<file path="src/rtl/crossing_rate_meter_pkg.sv">
// Shared types and helpers for the crossing-rate meter: polarity state
// encoding and the saturating shift used to scale the crossing count.
package crossing_rate_meter_pkg;

    typedef enum logic [1:0] {
        UNKNOWN = 2'd0,
        NEG     = 2'd1,
        POS     = 2'd2
    } pol_state_e;

    // Shift left at 64-bit width, then clamp to the largest out_bits-wide
    // unsigned value so overflow never wraps into a small ratio.
    function automatic logic [31:0] sat_shl(input logic [31:0] value,
                                            input int unsigned shift,
                                            input int unsigned out_bits);
        logic [63:0] wide;
        logic [63:0] limit;
        wide  = {32'd0, value} << shift;
        limit = (64'd1 << out_bits) - 64'd1;
        return (wide > limit) ? limit[31:0] : wide[31:0];
    endfunction

endpackage

</file>
<file path="src/rtl/crossing_rate_meter_if.sv">
// Sample-stream and ratio bundle between the audio source, the crossing-rate
// meter and the volume decision stage.
interface crossing_rate_meter_if
    import crossing_rate_meter_pkg::*;
#(
    parameter int VOL_BITS = 23,
    parameter int CPC_BITS = 15
);
    // Handshake: there is no ready. Every cycle with sample_valid high delivers
    // one accepted sample; vol_valid is a one-cycle pulse per accepted sample,
    // issued the cycle after it, with vol/cpc/cpc_en stable alongside it.
    logic                       sample_valid;
    logic signed [VOL_BITS-1:0] sample;
    logic signed [VOL_BITS-1:0] vol;
    logic                       vol_valid;
    logic [CPC_BITS-1:0]        cpc;
    logic                       cpc_en;
    pol_state_e                 dbg_state;

    modport master (
        output sample_valid, sample,
        input  vol, vol_valid, cpc, cpc_en, dbg_state
    );

    modport slave (
        input  sample_valid, sample,
        output vol, vol_valid, cpc, cpc_en, dbg_state
    );

endinterface

</file>
<file path="src/rtl/crossing_rate_meter_hyst_crossing_detect.sv">
// Polarity tracker with a symmetric hysteresis band; flags rising crossings
// (NEG to POS) combinationally for the sample currently being accepted.
module hyst_crossing_detect
    import crossing_rate_meter_pkg::*;
#(
    parameter int VOL_BITS = 23,
    parameter int HYST     = 64
) (
    input  logic                       clk,
    input  logic                       rst_n,
    input  logic                       valid,
    input  logic signed [VOL_BITS-1:0] sample,
    output logic                       rise,
    output pol_state_e                 state_o
);

    localparam logic signed [VOL_BITS-1:0] THR_HI = VOL_BITS'(HYST);
    localparam logic signed [VOL_BITS-1:0] THR_LO = -THR_HI;

    pol_state_e state_q;
    pol_state_e state_d;
    logic       is_hi;
    logic       is_lo;

    assign is_hi   = (sample >= THR_HI);
    assign is_lo   = (sample <= THR_LO);
    assign state_o = state_q;

    always_ff @(posedge clk or negedge rst_n) begin
        if (!rst_n) begin
            state_q <= UNKNOWN;
        end else begin
            state_q <= state_d;
        end
    end

    // Leaving UNKNOWN never counts: the first polarity seen is not a crossing.
    always_comb begin
        state_d = state_q;
        rise    = 1'b0;
        if (valid) begin
            case (state_q)
                UNKNOWN: begin
                    if (is_hi) begin
                        state_d = POS;
                    end else if (is_lo) begin
                        state_d = NEG;
                    end
                end
                NEG: begin
                    if (is_hi) begin
                        state_d = POS;
                        rise    = 1'b1;
                    end
                end
                POS: begin
                    if (is_lo) begin
                        state_d = NEG;
                    end
                end
                default: begin
                    state_d = UNKNOWN;
                end
            endcase
        end
    end

endmodule

</file>
<file path="src/rtl/crossing_rate_meter.sv">
// Counts rising zero crossings over fixed windows of accepted samples and
// publishes the count as a fixed-point ratio, aligned with a registered sample.
module crossing_rate_meter
    import crossing_rate_meter_pkg::*;
#(
    parameter int VOL_BITS    = 23,
    parameter int CPC_BITS    = 15,
    parameter int NUM_DECIMAL = 8,
    parameter int WINDOW_LOG2 = 10,
    parameter int TARGET_LOG2 = 2,
    parameter int HYST        = 64
) (
    input  logic                 clk,
    input  logic                 rst_n,
    crossing_rate_meter_if.slave bus
);

    localparam int unsigned CPC_SHIFT = NUM_DECIMAL - TARGET_LOG2;
    localparam int unsigned CPC_WIDTH = CPC_BITS;

    logic       rise;
    pol_state_e pol_state;

    logic [WINDOW_LOG2-1:0]     win_q;
    logic [WINDOW_LOG2-1:0]     win_d;
    logic [WINDOW_LOG2-1:0]     cross_q;
    logic [WINDOW_LOG2-1:0]     cross_d;
    logic [WINDOW_LOG2:0]       close_count;
    logic                       window_close;
    logic signed [VOL_BITS-1:0] vol_q;
    logic signed [VOL_BITS-1:0] vol_d;
    logic                       vol_valid_q;
    logic                       vol_valid_d;
    logic [CPC_BITS-1:0]        cpc_q;
    logic [CPC_BITS-1:0]        cpc_d;
    logic                       cpc_en_q;
    logic                       cpc_en_d;

    hyst_crossing_detect #(
        .VOL_BITS (VOL_BITS),
        .HYST     (HYST)
    ) u_detect (
        .clk     (clk),
        .rst_n   (rst_n),
        .valid   (bus.sample_valid),
        .sample  (bus.sample),
        .rise    (rise),
        .state_o (pol_state)
    );

    // One extra bit so a saturated counter plus the closing crossing still fits.
    assign close_count  = {1'b0, cross_q} + {{WINDOW_LOG2{1'b0}}, rise};
    assign window_close = bus.sample_valid && (win_q == {WINDOW_LOG2{1'b1}});

    always_comb begin
        win_d       = win_q;
        cross_d     = cross_q;
        vol_d       = vol_q;
        vol_valid_d = bus.sample_valid;
        cpc_d       = cpc_q;
        cpc_en_d    = cpc_en_q;
        if (bus.sample_valid) begin
            vol_d = bus.sample;
            win_d = win_q + WINDOW_LOG2'(1);
            if (window_close) begin
                // The closing crossing is folded into this ratio, not the next window.
                cross_d  = '0;
                cpc_d    = CPC_BITS'(sat_shl(32'(close_count), CPC_SHIFT, CPC_WIDTH));
                cpc_en_d = 1'b1;
            end else if (rise && (cross_q != {WINDOW_LOG2{1'b1}})) begin
                cross_d = cross_q + WINDOW_LOG2'(1);
            end
        end
    end

    always_ff @(posedge clk or negedge rst_n) begin
        if (!rst_n) begin
            win_q       <= '0;
            cross_q     <= '0;
            vol_q       <= '0;
            vol_valid_q <= 1'b0;
            cpc_q       <= '0;
            cpc_en_q    <= 1'b0;
        end else begin
            win_q       <= win_d;
            cross_q     <= cross_d;
            vol_q       <= vol_d;
            vol_valid_q <= vol_valid_d;
            cpc_q       <= cpc_d;
            cpc_en_q    <= cpc_en_d;
        end
    end

    assign bus.vol       = vol_q;
    assign bus.vol_valid = vol_valid_q;
    assign bus.cpc       = cpc_q;
    assign bus.cpc_en    = cpc_en_q;
    assign bus.dbg_state = pol_state;

endmodule

</file>
<file path="src/flat_wrapper.sv">
// flat-port wrapper written by rule: the top's interface ports become plain ports
module crossing_rate_meter_flat import crossing_rate_meter_pkg::*;
#(
    parameter int VOL_BITS    = 23,
    parameter int CPC_BITS    = 15,
    parameter int NUM_DECIMAL = 8,
    parameter int WINDOW_LOG2 = 10,
    parameter int TARGET_LOG2 = 2,
    parameter int HYST        = 64
)
  (clk, rst_n, bus_sample_valid, bus_sample, bus_vol, bus_vol_valid, bus_cpc, bus_cpc_en, bus_dbg_state);
  crossing_rate_meter_if #(.VOL_BITS(VOL_BITS), .CPC_BITS(CPC_BITS)) bus_i ();
  input  logic clk;
  input  logic rst_n;
  input wire logic [$bits(bus_i.sample_valid)-1:0] bus_sample_valid;
  input wire logic [$bits(bus_i.sample)-1:0] bus_sample;
  output wire logic [$bits(bus_i.vol)-1:0] bus_vol;
  output wire logic [$bits(bus_i.vol_valid)-1:0] bus_vol_valid;
  output wire logic [$bits(bus_i.cpc)-1:0] bus_cpc;
  output wire logic [$bits(bus_i.cpc_en)-1:0] bus_cpc_en;
  output wire logic [$bits(bus_i.dbg_state)-1:0] bus_dbg_state;
  assign bus_i.sample_valid = bus_sample_valid;
  assign bus_i.sample = bus_sample;
  assign bus_vol = bus_i.vol;
  assign bus_vol_valid = bus_i.vol_valid;
  assign bus_cpc = bus_i.cpc;
  assign bus_cpc_en = bus_i.cpc_en;
  assign bus_dbg_state = bus_i.dbg_state;
  crossing_rate_meter #(.VOL_BITS(VOL_BITS), .CPC_BITS(CPC_BITS), .NUM_DECIMAL(NUM_DECIMAL), .WINDOW_LOG2(WINDOW_LOG2), .TARGET_LOG2(TARGET_LOG2), .HYST(HYST)) u_core (.clk(clk), .rst_n(rst_n), .bus(bus_i));
endmodule
</file>
<file path="config.mk">
export PLATFORM = sky130hd
export DESIGN_NAME = crossing_rate_meter_flat
export DESIGN_NICKNAME = d
export VERILOG_FILES = /design/src/rtl/crossing_rate_meter_pkg.sv /design/src/rtl/crossing_rate_meter_if.sv /design/src/rtl/crossing_rate_meter_hyst_crossing_detect.sv /design/src/rtl/crossing_rate_meter.sv /design/src/flat_wrapper.sv
export SDC_FILE = /design/constraint.sdc
export NUM_CORES = 1
export LEC_CHECK = 0
export CAP_MARGIN = 5
export CORE_MARGIN = 2
export CORE_UTILIZATION = 53
export CTS_CLUSTER_SIZE = 8
export DETAILED_ROUTE_END_ITERATION = 10
export PLACE_DENSITY = 0.85
export SKIP_CTS_REPAIR_TIMING = 1
export SLEW_MARGIN = 30
export SYNTH_ARGS = -nofsm -noshare
export SYNTH_HDL_FRONTEND = slang
export SYNTH_SLANG_ARGS = --single-unit
export TNS_END_PERCENT = 30
</file>
<file path="constraint.sdc">
create_clock -name clk -period 4 [get_ports clk]
set_clock_uncertainty 0.05 [all_clocks]
set_input_delay 0.8 -clock clk [delete_from_list [all_inputs] [get_ports clk]]
set_output_delay 0.8 -clock clk [all_outputs]
set_load 0.02 [all_outputs]
</file>
; Word level (Yosys, flattened, before mapping)
; Cells that the tools add are included.
[totals]
memories = 0
latch_bits = 0
mem_bits_rw = 0
reg_bits = 62
out_inout_bits = 42
mem_bits_ro = 0
[classes]
n_mul = 0
n_reduce_logical = 7
div_mod_pow = 0
bitwise_logic = 0
n_eq_ne = 5
n_shift = 0
add_sub_neg = 3
n_lt_le_gt_ge = 3
mux = 10
[op_table]
columns = op, count
row1 = 23-bit by 8-bit greater-or-equal comparator with 1-bit output (second input constant), 1
row2 = 23-bit by 7-bit less-or-equal comparator with 1-bit output (second input constant), 1
row3 = 10-bit by 1-bit adder with 10-bit output (second input constant), 2
row4 = 10-bit two-way mux, 2
row5 = 17-bit by 15-bit > comparator with 1-bit output (second input constant), 1
row6 = 15-bit two-way mux, 1
row7 = 10-bit by 1-bit adder with 11-bit output, 1
row8 = 10-bit == test (second input constant), 1
row9 = 10-bit inequality test (second input constant), 1
row10 = 2-bit two-way mux, 3
row11 = 2-bit one-hot mux with 3 select lines, 1
row12 = 2-bit AND reduction, 3
row13 = 1-bit two-way mux, 3
row14 = 2-bit by 1-bit == test with 1-bit output (second input constant), 1
row15 = 2-bit == test (second input constant), 1
row16 = 1-bit logical AND, 2
row17 = 2-bit zero test, 1
row18 = 2-bit inequality test (second input constant), 1
row19 = 2-bit nonzero test, 1

; Longest topological paths before layout
; Gate-level depths: netlist of run 1.
[depth]
depth_word = 7
ltp_mapped = 10
mapped_depth_nobuf = 9

; Cells and area by module
; Synthesis of run 1 repeated with hierarchy kept, for this count alone.
[unflattened]
cells_unflattened = 231
hier_area_um2 = 2701.3
[by_module_without_submodules]
columns = module, seq_area_each_um2, instances, area_per_inst_um2, cells_each
row1 = crossing_rate_meter, 1376.3, 1, 2499.9, 206
row2 = hyst_crossing_detect, 50.0, 1, 201.4, 25

; Least setup slack after synthesis of run 1
; Ideal clock, no wire load.
[synth_timing]
path_type = input to register
startpoint = input port bus_sample[15]
endpoint = register u_core.cpc_q[10] (netlist: u_core.bus.cpc[10])
setup_ps = 150
t_required_ps = 3800
path_stages = 10
arrival_ps = 2819
slack_ps = 981
cell_sequence = nor4_1 > a41o_1 > buf_2 > nor2_1 > ha_1 > ha_1 > nand3_1 > nor3_1 > o31ai_2 > a31oi_1
[synth_via]
elab_chain_len = 7
[synth_rtl]
columns = item, line
row1 = start: declaration, flat_wrapper.sv:16  ; input wire logic [$bits(bus_i.sample)-1:0] bus_sample;
row2 = 23-bit by 8-bit greater-or-equal comparator with 1-bit output *, crossing_rate_meter_hyst_crossing_detect.sv:25  ; assign is_hi = (sample >= THR_HI);
row3 = 1-bit two-way mux *, crossing_rate_meter_hyst_crossing_detect.sv:51  ; if (is_hi) begin
row4 = 1-bit two-way mux *, crossing_rate_meter_hyst_crossing_detect.sv:42  ; case (state_q)
row5 = 1-bit two-way mux *, crossing_rate_meter_hyst_crossing_detect.sv:41  ; if (valid) begin
row6 = 10-bit by 1-bit adder with 11-bit output *, crossing_rate_meter.sv:52  ; assign close_count = {1'b0, cross_q} + {{WINDOW_LOG2{1'b0}}, rise};
row7 = 17-bit by 15-bit > comparator with 1-bit output, crossing_rate_meter_pkg.sv:20  ; return (wide > limit) ? limit[31:0] : wide[31:0];
row8 = 15-bit two-way mux *, crossing_rate_meter_pkg.sv:20
row9 = end signal: assignment, crossing_rate_meter.sv:89  ; cpc_q <= cpc_d;
row10 = end: declaration, crossing_rate_meter.sv:34  ; logic [CPC_BITS-1:0] cpc_q;
; Every way passes the cells marked *; elsewhere a longest branch is shown, timed or not.
; A chain may end at the register's enable or synchronous reset.

; Final worst setup path of run 1
[layout_timing]
startpoint = input port bus_sample[7]
endpoint = register u_core.cpc_q[9] (netlist: u_core.bus.cpc[9])
; Same word-level chain as after synthesis.

==> metrics.log, run 1 <==
[metrics] run status: completed
[metrics] clock transition time at the flip-flop clock pins of the worst setup and hold paths: 0.06 ns
[metrics] highest clock frequency the design can meet: 273.0 MHz
[metrics] share of flip-flops with an asynchronous set or reset after synthesis: 1.000
[metrics] Post-Layout Cell Count: 383
[metrics] Worst Max-Slew Pin Slew: 0.8147 ns
[metrics] diode insertion count for antenna repair: 0
[metrics] ordered list of cells on the worst path: clkdlybuf4s50_1 -> nor4_1 -> a41o_1 -> nor2_1 -> ha_1 -> ha_1 -> nand3_1 -> nor3_1 -> o31ai_2 -> a31oi_1
[metrics] CTS tree: done
[metrics] aggregate global routing overflow: 0
[metrics] CTS Sinks: 57
[metrics] I/O Buffers: 67
[metrics] cell with the largest stage delay on the worst path: o31ai_2
[metrics] critical hold path startpoint: u_core.bus.cpc_en
[metrics] dominant cell type by count on the critical path: ha_1
[metrics] arithmetic-cell share of the synthesized area counting full adders, half adders and majority gates: 0.01842
[metrics] area share of and/or/nand/nor cells after synthesis: 0.1782
[metrics] TritonCTS Buffers: 9
[metrics] Cells after DPL: 367
[metrics] clock network power share: 0.357
[metrics] final critical delay including setup and external delays: 3.663 ns
[metrics] max_cap viols: 0
[metrics] VDD IR max: 0.3295 mV
[metrics] arrival time reported for the critical path endpoint: 3.80 ns
[metrics] Cell Pwr Density: 463.2 nW/µm²
[metrics] Setup TNS Final: 0 ns
[metrics] vias: 2,153
[metrics] classification of the worst-slack hold path: reg -> reg
[metrics] area share of xor/xnor cells in the synthesized design: 0.04834
[metrics] Net Switching: 476.6 µW
[metrics] Setup CP Type: in -> reg
[metrics] largest family of logic cells by synthesized area: simple AND/OR/NAND/NOR gates
[metrics] number of nets in the synthesized netlist: 275
[metrics] leading register cell type out of synthesis: dfrtp_1
[metrics] total number of nets in the final design: 338
[metrics] Antenna Nets Post-Route: 0
[metrics] crit end category: register
[metrics] Max H-tree Level: 3
[metrics] Reg-to-Reg Start: u_core.u_detect.state_o[0]
[metrics] Die Area: 5716 µm²
[metrics] cell taking the most area after synthesis: dfrtp_1
[metrics] synthesis-stage register bit count: 57
[metrics] RSZ-0062 raised after global routing: no
[metrics] Yosys warnings: 0
[metrics] number of placement rows: 26
[metrics] post-synth cell types: 34
[metrics] slew margin rel.: 0.4568
[metrics] number of buffers between clock root and the deepest sink: 2
[metrics] area fraction in compound gates after synthesis: 0.06400
[metrics] routed wire length per instance: 15.11 µm
[metrics] leading cell types by total area after synthesis: dfrtp_1 (52%), mux2_2 (9.5%), xnor2_1 (3.9%)
[metrics] Die Ht: 75.61 µm
[metrics] crit-path max FO: 12
[metrics] via count of the first global-routing pass: 2,097
[metrics] Layout Area Growth over Synthesis: 32.92%
[metrics] total internal power: 1196 µW
[metrics] sequential cell area fraction in the yosys report: 0.5249
[metrics] Crit path largest cell delay: 0.60 ns
[metrics] post-DR vias/cell: 5.621
[metrics] DRT Wirelength: 5789 µm
[metrics] Top delay family on crit path: compound AO/OA/AOI/OAI gates
[metrics] endpoints failing hold: 0
[metrics] part of the power in combinational logic: 0.195
[metrics] buffering stage count on the worst path with inverters included: 1
[metrics] clock latency on the worst-skew pair: 0.34 ns
[metrics] total global routing track utilization: 0.2258
[metrics] share of synthesized area spent on multiplexers: 0.1248
[metrics] share of cells above drive strength 1: 0.1470
[metrics] core outline area: 5042 µm²
[metrics] mean cell area of the mapped netlist: 11.09 µm²
[metrics] part of the power in registers: 0.448
[metrics] type of element launching the critical path: primary input
[metrics] final worst path period share: 0.9157
[metrics] global-route wire length before repair: 9528 µm
[metrics] proportion of netlist area held by the largest area contributor: 0.5249
[metrics] number of antenna violations at the first check in global routing: 0
[metrics] starting density of the core: 0.5390
[metrics] Iteration-0 DRC Markers: 142
[metrics] reported leakage power: 0.001509 µW
[metrics] Boundary Pins: 68
[metrics] Pre-antenna DRT Iters: 4
[metrics] number of standard cells after synthesis: 245
[metrics] final weighted congestion in routability-driven placement: 0.8874
[metrics] FF-to-FF setup slack: 1.43 ns
[metrics] Worst setup startpoint: bus_sample[7]
[metrics] Die Wd: 75.61 µm
[metrics] final HPWL from detailed placement: 4031 µm
[metrics] Cell Area, Synth: 2718 µm²
[metrics] max-slew violation count: 0
[metrics] switching power as a share of total power: 0.2849
[metrics] number of synthesized flops with an enable pin: 0
[metrics] largest net degree at the start of global routing: 39
[metrics] Final Setup Violations: 0
[metrics] worst path required time: 4.13 ns
[metrics] Clk Tree Root Cell: clkbuf_8
[metrics] number of remaining DRC errors: 0
placed cells by master, fill, tap and decap left out, drive strengths merged, types with 2 or more instances in the layout:
cell type      instances
mux2i                  8
a31oi                  7
clkdlybuf4s50         66
nand4                 10
inv                    3
ha                     4
bufinv                 2
clkbuf                11
o21ai                  4
nor4                  11
and4                   5
a21oi                  4
nand2b                 7
dfrtp                 57
xor2                   3
or2                    2
o31ai                  3
clkinv                 3
nor3                   3
mux2                  23
buf                    4
and3                   3
nand3                  9
xnor2                 12
or4                    3
a41o                   2
nor2                  17
nand2                 22
power by group through the flow:
stage	registers [µW]	logic [µW]	clock network, µW
after CTS	748	332	611
after floorplan	759	181	0
after detailed placement	758	328	0
after global placement	751	318	0
after global routing	767	362	634
final	750	326	597
per-stage QoR:
stage | area [µm²] | total power, µW | util | hold slack (ns) | setup WS [ns]
after detailed placement | 3392 | 1086 | 0.6727 | 0.4080 | 0.09598
after global routing | 3612 | 1763 | 0.7164 | 0.4456 | 0.1316
after floorplan | 2718 | 939.8 | - | 0.3883 | 0.9807
final | 3612 | 1673 | 0.7164 | 0.4164 | 0.3372
after CTS | 3612 | 1690 | 0.7164 | 0.4217 | 0.4117
after global placement | 3392 | 1069 | 0.6727 | 0.4036 | 0.1771
synth_stat cells (3+ instances only):
| master | instances |
|---|---|
| mux2_2 | 23 |
| buf_4 | 6 |
| buf_2 | 9 |
| nor2_1 | 17 |
| nand4_1 | 10 |
| buf_1 | 3 |
| dfrtp_1 | 57 |
| ha_1 | 4 |
| or4_1 | 3 |
| a21oi_1 | 4 |
| mux2i_1 | 8 |
| inv_1 | 3 |
| nand2b_1 | 7 |
| o21ai_0 | 4 |
| xnor2_1 | 12 |
| nand2_1 | 22 |
| and3_1 | 3 |
| and4_1 | 5 |
| nand3_1 | 9 |
| xor2_1 | 3 |
| a31oi_1 | 7 |
| nor4_1 | 11 |
worst reg2reg max path, delay by kind of cell, from the launching register on:
family          cells  cell delay [ns]
compound gates      2             0.77
simple gates        5             0.76
flops               1             0.40
fa+ha+maj           2             0.43
layout make-up:
type	count	area (µm²)
Sequential cell	57	1426
Tap cell	70	87.58
Clock buffer	11	141.4
Clock inverter	5	78.83
Inverter	3	11.26
Multi-Input combinational cell	167	1179
Timing Repair Buffer	70	688.2
Fill cell	370	1430
flip-flops by register name (all words and copies together), names as in the netlist:
signal	cells
u_core.u_detect.state_o	2
u_core.cross_q	10
u_core.bus.vol	23
u_core.bus.cpc	10
u_core.win_q	10
u_core.bus.vol_valid	1
u_core.bus.cpc_en	1
final timing paths:
path | to | cells after the start
setup / recovery | u_core.bus.cpc[9] | 10
hold / removal | u_core.bus.cpc_en | 1
setup reg to reg | u_core.bus.cpc[9] | 9
hold reg to reg | u_core.bus.cpc_en | 1
max in group asynchronous | u_core.bus.vol[15] | 2
min in group asynchronous | u_core.bus.cpc[7] | 1
per-layer routing:
| layer | routed length [µm] | global-route usage | share of wire | vias up |
|---|---|---|---|---|
| li1 | - | - | - | 1012 |
| met4 | 104 | 0.09357 | 0.018 | 0 |
| met2 | 2675 | 0.3469 | 0.46 | 104 |
| met3 | 593 | 0.1098 | 0.10 | 11 |
| met1 | 2416 | 0.2728 | 0.42 | 1026 |
| met5 | 0 | 0 | 0 | - |
cell families after synthesis:
group | after synthesis
AOI/OAI and AO/OA | 25
xor gates and xnor gates | 15
adders and majority gates | 4
buffers and inverters | 21
DFF | 57
muxes | 31
and+or+nand+nor | 92
Note: power is estimated with default switching activity, not from simulation.
==> run 2: changes to the inputs <==
- CORE_UTILIZATION: 53 -> 65
- DONT_BUFFER_PORTS: default -> 1
- PLACE_DENSITY: 0.85 -> 0.81
==> run 2 against run 1 <==
Compared with the run above: final cell count decreased by 23%; setup slack improved by 0.68 ns; critical path depth unchanged; via count decreased by 13%; highest routed layer unchanged.
==> metrics.log, run 2 (synthesis results as in run 1) <==
[metrics] final critical delay including setup and external delays: 2.984 ns (was 3.663 ns)
[metrics] CTS Sinks: 57 (unchanged)
[metrics] global-route wire length before repair: 8100 µm (was 9528 µm)
[metrics] flip-flop count of the largest register after layout: 23 (unchanged)
[metrics] number of remaining DRC errors: 0 (unchanged)
[metrics] clock latency on the worst-skew pair: 0.34 ns (about the same)
[metrics] Die Ht: 68.66 µm (was 75.61 µm)
[metrics] number of antenna violations at the first check in global routing: 0 (unchanged)
[metrics] commonest non-fill, non-tap cell in the layout: dfrtp_1 (was clkdlybuf4s50_1)
[metrics] Setup TNS Final: 0 ns (unchanged)
[metrics] classification of the worst-slack hold path: in -> async (was reg -> reg)
[metrics] routing usage on met2: 0.3546 (was 0.3469)
[metrics] Reg-to-Reg Start: u_core.u_detect.state_o[0] (unchanged)
[metrics] Cell Pwr Density: 554.6 nW/µm² (was 463.2 nW/µm²)
[metrics] Worst Max-Slew Pin Slew: 0.6074 ns (was 0.8147 ns)
[metrics] arrival time reported for the critical path endpoint: 3.12 ns (was 3.80 ns)
[metrics] number of fill cells: 272 (was 370)
[metrics] reported leakage power: 0.001256 µW (was 0.001509 µW)
[metrics] Clk Tree Root Cell: clkbuf_8 (unchanged)
[metrics] starting density of the core: 0.6794 (was 0.5390)
[metrics] diode insertion count for antenna repair: 0 (unchanged)
[metrics] Die Area: 4714 µm² (was 5716 µm²)
[metrics] Max H-tree Level: 3 (unchanged)
[metrics] total global routing track utilization: 0.2411 (was 0.2258)
[metrics] routing layer with the top usage in global route: met2 (unchanged)
[metrics] Die Wd: 68.66 µm (was 75.61 µm)
[metrics] worst slack at placement: 0.6412 ns (was 0.09598 ns)
[metrics] worst path required time: 4.13 ns (about the same)
[metrics] Iteration-0 DRC Markers: 88 (was 142)
[metrics] core outline area: 4000 µm² (was 5042 µm²)
[metrics] via count of the first global-routing pass: 1,821 (was 2,097)
[metrics] crit-path max FO: 12 (unchanged)
[metrics] CTS tree: done (unchanged)
[metrics] crit end category: register (unchanged)
[metrics] highest clock frequency the design can meet: 335.2 MHz (was 273.0 MHz)
[metrics] run status: completed (unchanged)
[metrics] Worst setup startpoint: bus_sample[7] (unchanged)
[metrics] total number of nets in the final design: 270 (was 338)
[metrics] final worst hold slack: 0.1051 ns (was 0.4164 ns)
[metrics] Final Setup Violations: 0 (unchanged)
[metrics] Layout Area Growth over Synthesis: 8.149% (was 32.92%)
[metrics] Setup CP Type: in -> reg (unchanged)
[metrics] DRT Wirelength: 5055 µm (was 5789 µm)
[metrics] I/O Buffers: 0 (was 67)
[metrics] global routing met1 resource utilization: 0.2981 (was 0.2728)
[metrics] final HPWL from detailed placement: 3418 µm (was 4031 µm)
[metrics] post-DR vias/cell: 6.315 (was 5.621)
[metrics] number of buffers between clock root and the deepest sink: 2 (unchanged)
[metrics] routed wire length per instance: 17.14 µm (was 15.11 µm)
[metrics] share of cells above drive strength 1: 0.1837 (was 0.1470)
[metrics] type of element launching the critical path: primary input (unchanged)
[metrics] VDD IR max: 0.4815 mV (was 0.3295 mV)
[metrics] clock transition time at the flip-flop clock pins of the worst setup and hold paths: 0.07 ns (was 0.06 ns)
[metrics] max-slew violation count: 0 (unchanged)
[metrics] Cells after DPL: 279 (was 367)
[metrics] endpoints failing hold: 0 (unchanged)
[metrics] max_cap viols: 0 (unchanged)
[metrics] grt met3 use: 0.1120 (was 0.1098)
[metrics] number of placement rows: 23 (was 26)
[metrics] highest-count cells in the layout ignoring fill and taps: dfrtp_1 (56), mux2_2 (23), nand2_1 (22), nor2_1 (17), xnor2_1 (12) (was clkdlybuf4s50_1 (66), dfrtp_1 (57), mux2_2 (23), nand2_1 (22), nor2_1 (17))
[metrics] Post-Layout Cell Count: 295 (was 383)
[metrics] slew margin rel.: 0.5939 (was 0.4568)
[metrics] TritonCTS Buffers: 9 (unchanged)
[metrics] RSZ-0062 raised after global routing: no (unchanged)
[metrics] Antenna Nets Post-Route: 0 (unchanged)
[metrics] largest net degree at the start of global routing: 58 (was 39)
[metrics] final worst slack: 1.016 ns (was 0.3372 ns)
[metrics] final weighted congestion in routability-driven placement: 0.8766 (was 0.8874)
[metrics] aggregate global routing overflow: 0 (unchanged)
[metrics] Boundary Pins: 68 (unchanged)
[metrics] Pre-antenna DRT Iters: 4 (unchanged)
[metrics] vias: 1,863 (was 2,153)
[metrics] final worst path period share: 0.7459 (was 0.9157)
-- run 2: cell types whose count changed in the layout (fill, tap and decap cells not counted) --
| cell | delta |
|---|---|
| clkdlybuf4s50_1 | -66 |
| buf_2 | -1 |
| buf_4 | -1 |
| bufinv_16 | +1 |
| clkinv_2 | -1 |
| clkinv_4 | -1 |
| clkinvlp_4 | +1 |
| dfrtp_1 | -1 |
| dfrtp_2 | +1 |
-- run 2: critical path, stage by stage --
cell	delay, ns
nor4_1	0.42
a41o_1	0.25
buf_4	0.17
nor2_1	0.06
ha_1	0.22
ha_1	0.22
nand3_1	0.16
nor3_1	0.09
o31ai_2	0.57
a31oi_1	0.16
-- run 2: worst paths after layout --
check	to	slack (ns)	depth (start not counted)
min in group clk	u_core.win_q[8]	0.42	1
worst min register to register	u_core.win_q[8]	0.42	1
worst max-delay path	u_core.bus.cpc[12]	1.02	10
max in group asynchronous	u_core.cross_q[0]	3.70	0
worst max register to register	u_core.bus.cpc[12]	1.35	9
worst min-delay path	u_core.bus.vol[22]	0.11	0
-- run 2: stage by stage --
step	utilization	total power, µW	area, µm²
2_1_floorplan	-	939.8	2718
3_3_place_gp	0.6734	964.4	2694
3_5_place_dp	0.6738	977.8	2695
4_1_cts	0.7348	1638	2939
5_1_grt	0.7348	1701	2939
6_report	0.7348	1630	2939
-- run 2: where the power goes --
part / internal, µW / switching [µW] / total (µW)
clock: 430 / 232 / 662
sequential: 658 / 132 / 790
combinational: 103 / 75.5 / 178
-- run 2: layout make-up --
cell class                 count  area (µm²)  share of cell area
clock buffer                  11       141.4             0.04811
clock inverter                 5       102.6             0.03491
inverter                       3       11.26            0.003831
multi-input combinational    167        1179              0.4010
sequential                    57        1428              0.4857
tap                           50       62.56             0.02129
timing repair buffer           2       15.01            0.005109
-- run 2: metal layers --
| metal | part of all wire | vias up |
|---|---|---|
| met2 | 0.46 | 90 |
| met3 | 0.10 | 14 |
| met5 | 0 | - |
| li1 | - | 874 |
| met4 | 0.024 | 0 |
| met1 | 0.41 | 885 |
==> run 3: changes to the inputs <==
- CORE_UTILIZATION: 65 -> 56
- PLACE_DENSITY: 0.81 -> 0.74
- clock period: 4 -> 2.6 ns (I/O delays scaled with it)
==> run 3 against run 2 <==
Compared with the run above: non-clock buffer count is 8 higher; power is 42% higher; design area is 2.1% higher; final cell count is 4.1% higher; sequential power is 52% higher; wire length is 0.34% lower; setup slack worse by 0.55 ns; global-route usage is 3.3 points lower; first-iteration DRC count is 33% higher; critical endpoint is now u_core.bus.cpc[9]; register-to-register slack worse by 0.88 ns; core utilization is 9.5 points lower; sequential cell count stayed put.
==> metrics.log, run 3 (synthesis results as in run 1) <==
[metrics] Setup TNS Final: 0 ns (unchanged)
[metrics] buffering stage count on the worst path with inverters included: 1 (unchanged)
[metrics] final worst hold slack: 0.1677 ns (was 0.1051 ns)
[metrics] arrival time reported for the critical path endpoint: 2.33 ns (was 3.12 ns)
[metrics] number of fill cells: 375 (was 272)
[metrics] FF+latch area: 1426 µm² (was 1428 µm²)
[metrics] highest clock frequency the design can meet: 468.5 MHz
[metrics] crit-path max FO: 10 (was 12)
[metrics] Antenna Nets Post-Route: 0 (unchanged)
[metrics] clock transition time at the flip-flop clock pins of the worst setup and hold paths: 0.06 ns (was 0.07 ns)
[metrics] cell with the largest stage delay on the worst path: dfrtp_1 (was o31ai_2)
[metrics] part of the power in registers: 0.515 (was 0.485)
[metrics] core outline area: 4692 µm² (was 4000 µm²)
[metrics] Net Switching: 693.0 µW (was 439.8 µW)
[metrics] Iteration-0 DRC Markers: 117 (was 88)
[metrics] largest net degree at the start of global routing: 58 (unchanged)
[metrics] routing layer with the top usage in global route: met2 (unchanged)
[metrics] CTS Sinks: 57 (unchanged)
[metrics] type of element launching the critical path: register (was primary input)
[metrics] clock latency on the worst-skew pair: 0.33 ns (was 0.34 ns)
[metrics] max-slew violation count: 0 (unchanged)
[metrics] Die Area: 5426 µm² (was 4714 µm²)
[metrics] total number of nets in the final design: 278 (was 270)
[metrics] RSZ-0062 raised after global routing: no (unchanged)
[metrics] number of antenna violations at the first check in global routing: 0 (unchanged)
[metrics] total internal power: 1628 µW (was 1190 µW)
[metrics] Die Ht: 73.66 µm (was 68.66 µm)
[metrics] classification of the worst-slack hold path: in -> reg (was in -> async)
[metrics] reported leakage power: 0.001277 µW (was 0.001256 µW)
[metrics] post-DR vias/cell: 5.948 (was 6.315)
[metrics] part of the power in combinational logic: 0.143 (was 0.109)
[metrics] via count of the first global-routing pass: 1,897 (was 1,821)
[metrics] clock network power share: 0.342 (was 0.406)
[metrics] final HPWL from detailed placement: 3398 µm (was 3418 µm)
[metrics] aggregate global routing overflow: 0 (unchanged)
[metrics] CTS tree: done (unchanged)
[metrics] run status: completed (unchanged)
[metrics] share of cells above drive strength 1: 0.2213 (was 0.1837)
[metrics] highest-count cells in the layout ignoring fill and taps: dfrtp_1 (57), mux2_2 (23), nand2_1 (22), nor2_1 (17), xnor2_1 (12) (was dfrtp_1 (56), mux2_2 (23), nand2_1 (22), nor2_1 (17), xnor2_1 (12))
[metrics] starting density of the core: 0.5792 (was 0.6794)
[metrics] endpoints failing hold: 0 (unchanged)
[metrics] max_cap viols: 0 (unchanged)
[metrics] multi-input combinational cell area: 1204 µm² (was 1179 µm²)
[metrics] number of placement rows: 25 (was 23)
[metrics] global routing met1 resource utilization: 0.2473 (was 0.2981)
[metrics] dominant cell type by count on the critical path: ha_1 (unchanged)
[metrics] final critical delay including setup and external delays: 2.135 ns
[metrics] Cell Pwr Density: 773.4 nW/µm² (was 554.6 nW/µm²)
[metrics] Layout Area Growth over Synthesis: 10.45% (was 8.149%)
[metrics] TritonCTS Buffers: 9 (unchanged)
[metrics] number of remaining DRC errors: 0 (unchanged)
[metrics] diode insertion count for antenna repair: 0 (unchanged)
[metrics] final weighted congestion in routability-driven placement: 0.9222 (was 0.8766)
[metrics] routed wire length per instance: 16.41 µm (was 17.14 µm)
[metrics] worst path required time: 2.80 ns (was 4.13 ns)
[metrics] VDD IR max: 0.5357 mV (was 0.4815 mV)
[metrics] grt met3 use: 0.1056 (was 0.1120)
[metrics] slew margin rel.: 0.6477 (was 0.5939)
[metrics] Worst Max-Slew Pin Slew: 0.5256 ns (was 0.6074 ns)
[metrics] crit end category: register (unchanged)
[metrics] number of buffers between clock root and the deepest sink: 2 (unchanged)
[metrics] total global routing track utilization: 0.2082 (was 0.2411)
[metrics] I/O Buffers: 0 (unchanged)
[metrics] routing usage on met2: 0.3204 (was 0.3546)
[metrics] commonest non-fill, non-tap cell in the layout: dfrtp_1 (unchanged)
[metrics] Clk Tree Root Cell: clkbuf_8 (unchanged)
[metrics] Boundary Pins: 68 (unchanged)
[metrics] Top delay family on crit path: simple AND/OR/NAND/NOR gates (was compound AO/OA/AOI/OAI gates)
[metrics] vias: 1,826 (was 1,863)
[metrics] Final Setup Violations: 0 (unchanged)
[metrics] ordered list of cells on the worst path: nand2_1 -> or2_1 -> nor2_1 -> ha_1 -> ha_1 -> nand3_1 -> nor3_1 -> o31ai_2 -> buf_4 -> a31oi_1 (was nor4_1 -> a41o_1 -> buf_4 -> nor2_1 -> ha_1 -> ha_1 -> nand3_1 -> nor3_1 -> o31ai_2 -> a31oi_1)
[metrics] Pre-antenna DRT Iters: 4 (unchanged)
[metrics] Setup CP Type: reg -> reg (was in -> reg)
[metrics] Die Wd: 73.66 µm (was 68.66 µm)
[metrics] global-route wire length before repair: 8397 µm (was 8100 µm)
[metrics] DRT Wirelength: 5038 µm (was 5055 µm)
[metrics] flip-flop count of the largest register after layout: 23 (unchanged)
[metrics] Max H-tree Level: 3 (unchanged)
[metrics] switching power as a share of total power: 0.2985 (was 0.2698)
[metrics] final worst path period share: 0.8210
[metrics] Crit path largest cell delay: 0.34 ns (was 0.57 ns)
## run 3: cell count changes in the layout (fill, tap and decap cells not counted), sizes merged
cell,change
buf,+7
bufinv,-2
clkbuf,-2
clkinv,+2
clkinvlp,+2
dlygate4sd3,+1
## run 3: area by class of cell
cell class                      instances  share of cell area
Sequential cell                        57              0.4752
Multi-Input combinational cell        167              0.4010
Clock buffer                            9             0.04127
Timing Repair Buffer                   10             0.03251
Clock inverter                          7             0.02376
Tap cell                               54             0.02251
Inverter                                3            0.003752
## run 3: power by group through the flow
stage | logic (µW) | clock network, µW | registers (µW)
detailed placement | 306 | 0 | 1210
floorplan | 280 | 0 | 1170
global route | 375 | 866 | 1220
finish | 331 | 794 | 1200
global placement | 297 | 0 | 1210
CTS | 312 | 822 | 1200
## run 3: metal layers
| layer | share of wire | vias to the layer above |
|---|---|---|
| li1 | - | 891 |
| met1 | 0.44 | 861 |
| met2 | 0.45 | 67 |
| met3 | 0.099 | 7 |
| met4 | 0.015 | 0 |
| met5 | 0 | - |
## run 3: worst paths after layout
check	cells after the start	endpoint	start	slack [ns]
min in group asynchronous	2	u_core.bus.cpc[12]	rst_n	0.66
max	10	u_core.bus.cpc[9]	u_core.u_detect.state_o[0]	0.47
min	0	u_core.bus.vol_valid	bus_sample_valid	0.17
max in group asynchronous	2	u_core.win_q[7]	rst_n	1.58
max reg2reg	10	u_core.bus.cpc[9]	u_core.u_detect.state_o[0]	0.47
min reg2reg	1	u_core.win_q[4]	u_core.win_q[4]	0.43
## run 3: stage by stage
step	total power [µW]	setup WS [ns]	util	cells	area (µm²)
after detailed placement	1515	0.1369	0.5901	289	2769
final	2321	0.4654	0.6397	307	3002
after global placement	1506	0.1968	0.5901	289	2769
after global routing	2460	0.2080	0.6397	307	3002
after floorplan	1447	0.001630	-	245	2745
after CTS	2329	0.4401	0.6317	305	2964
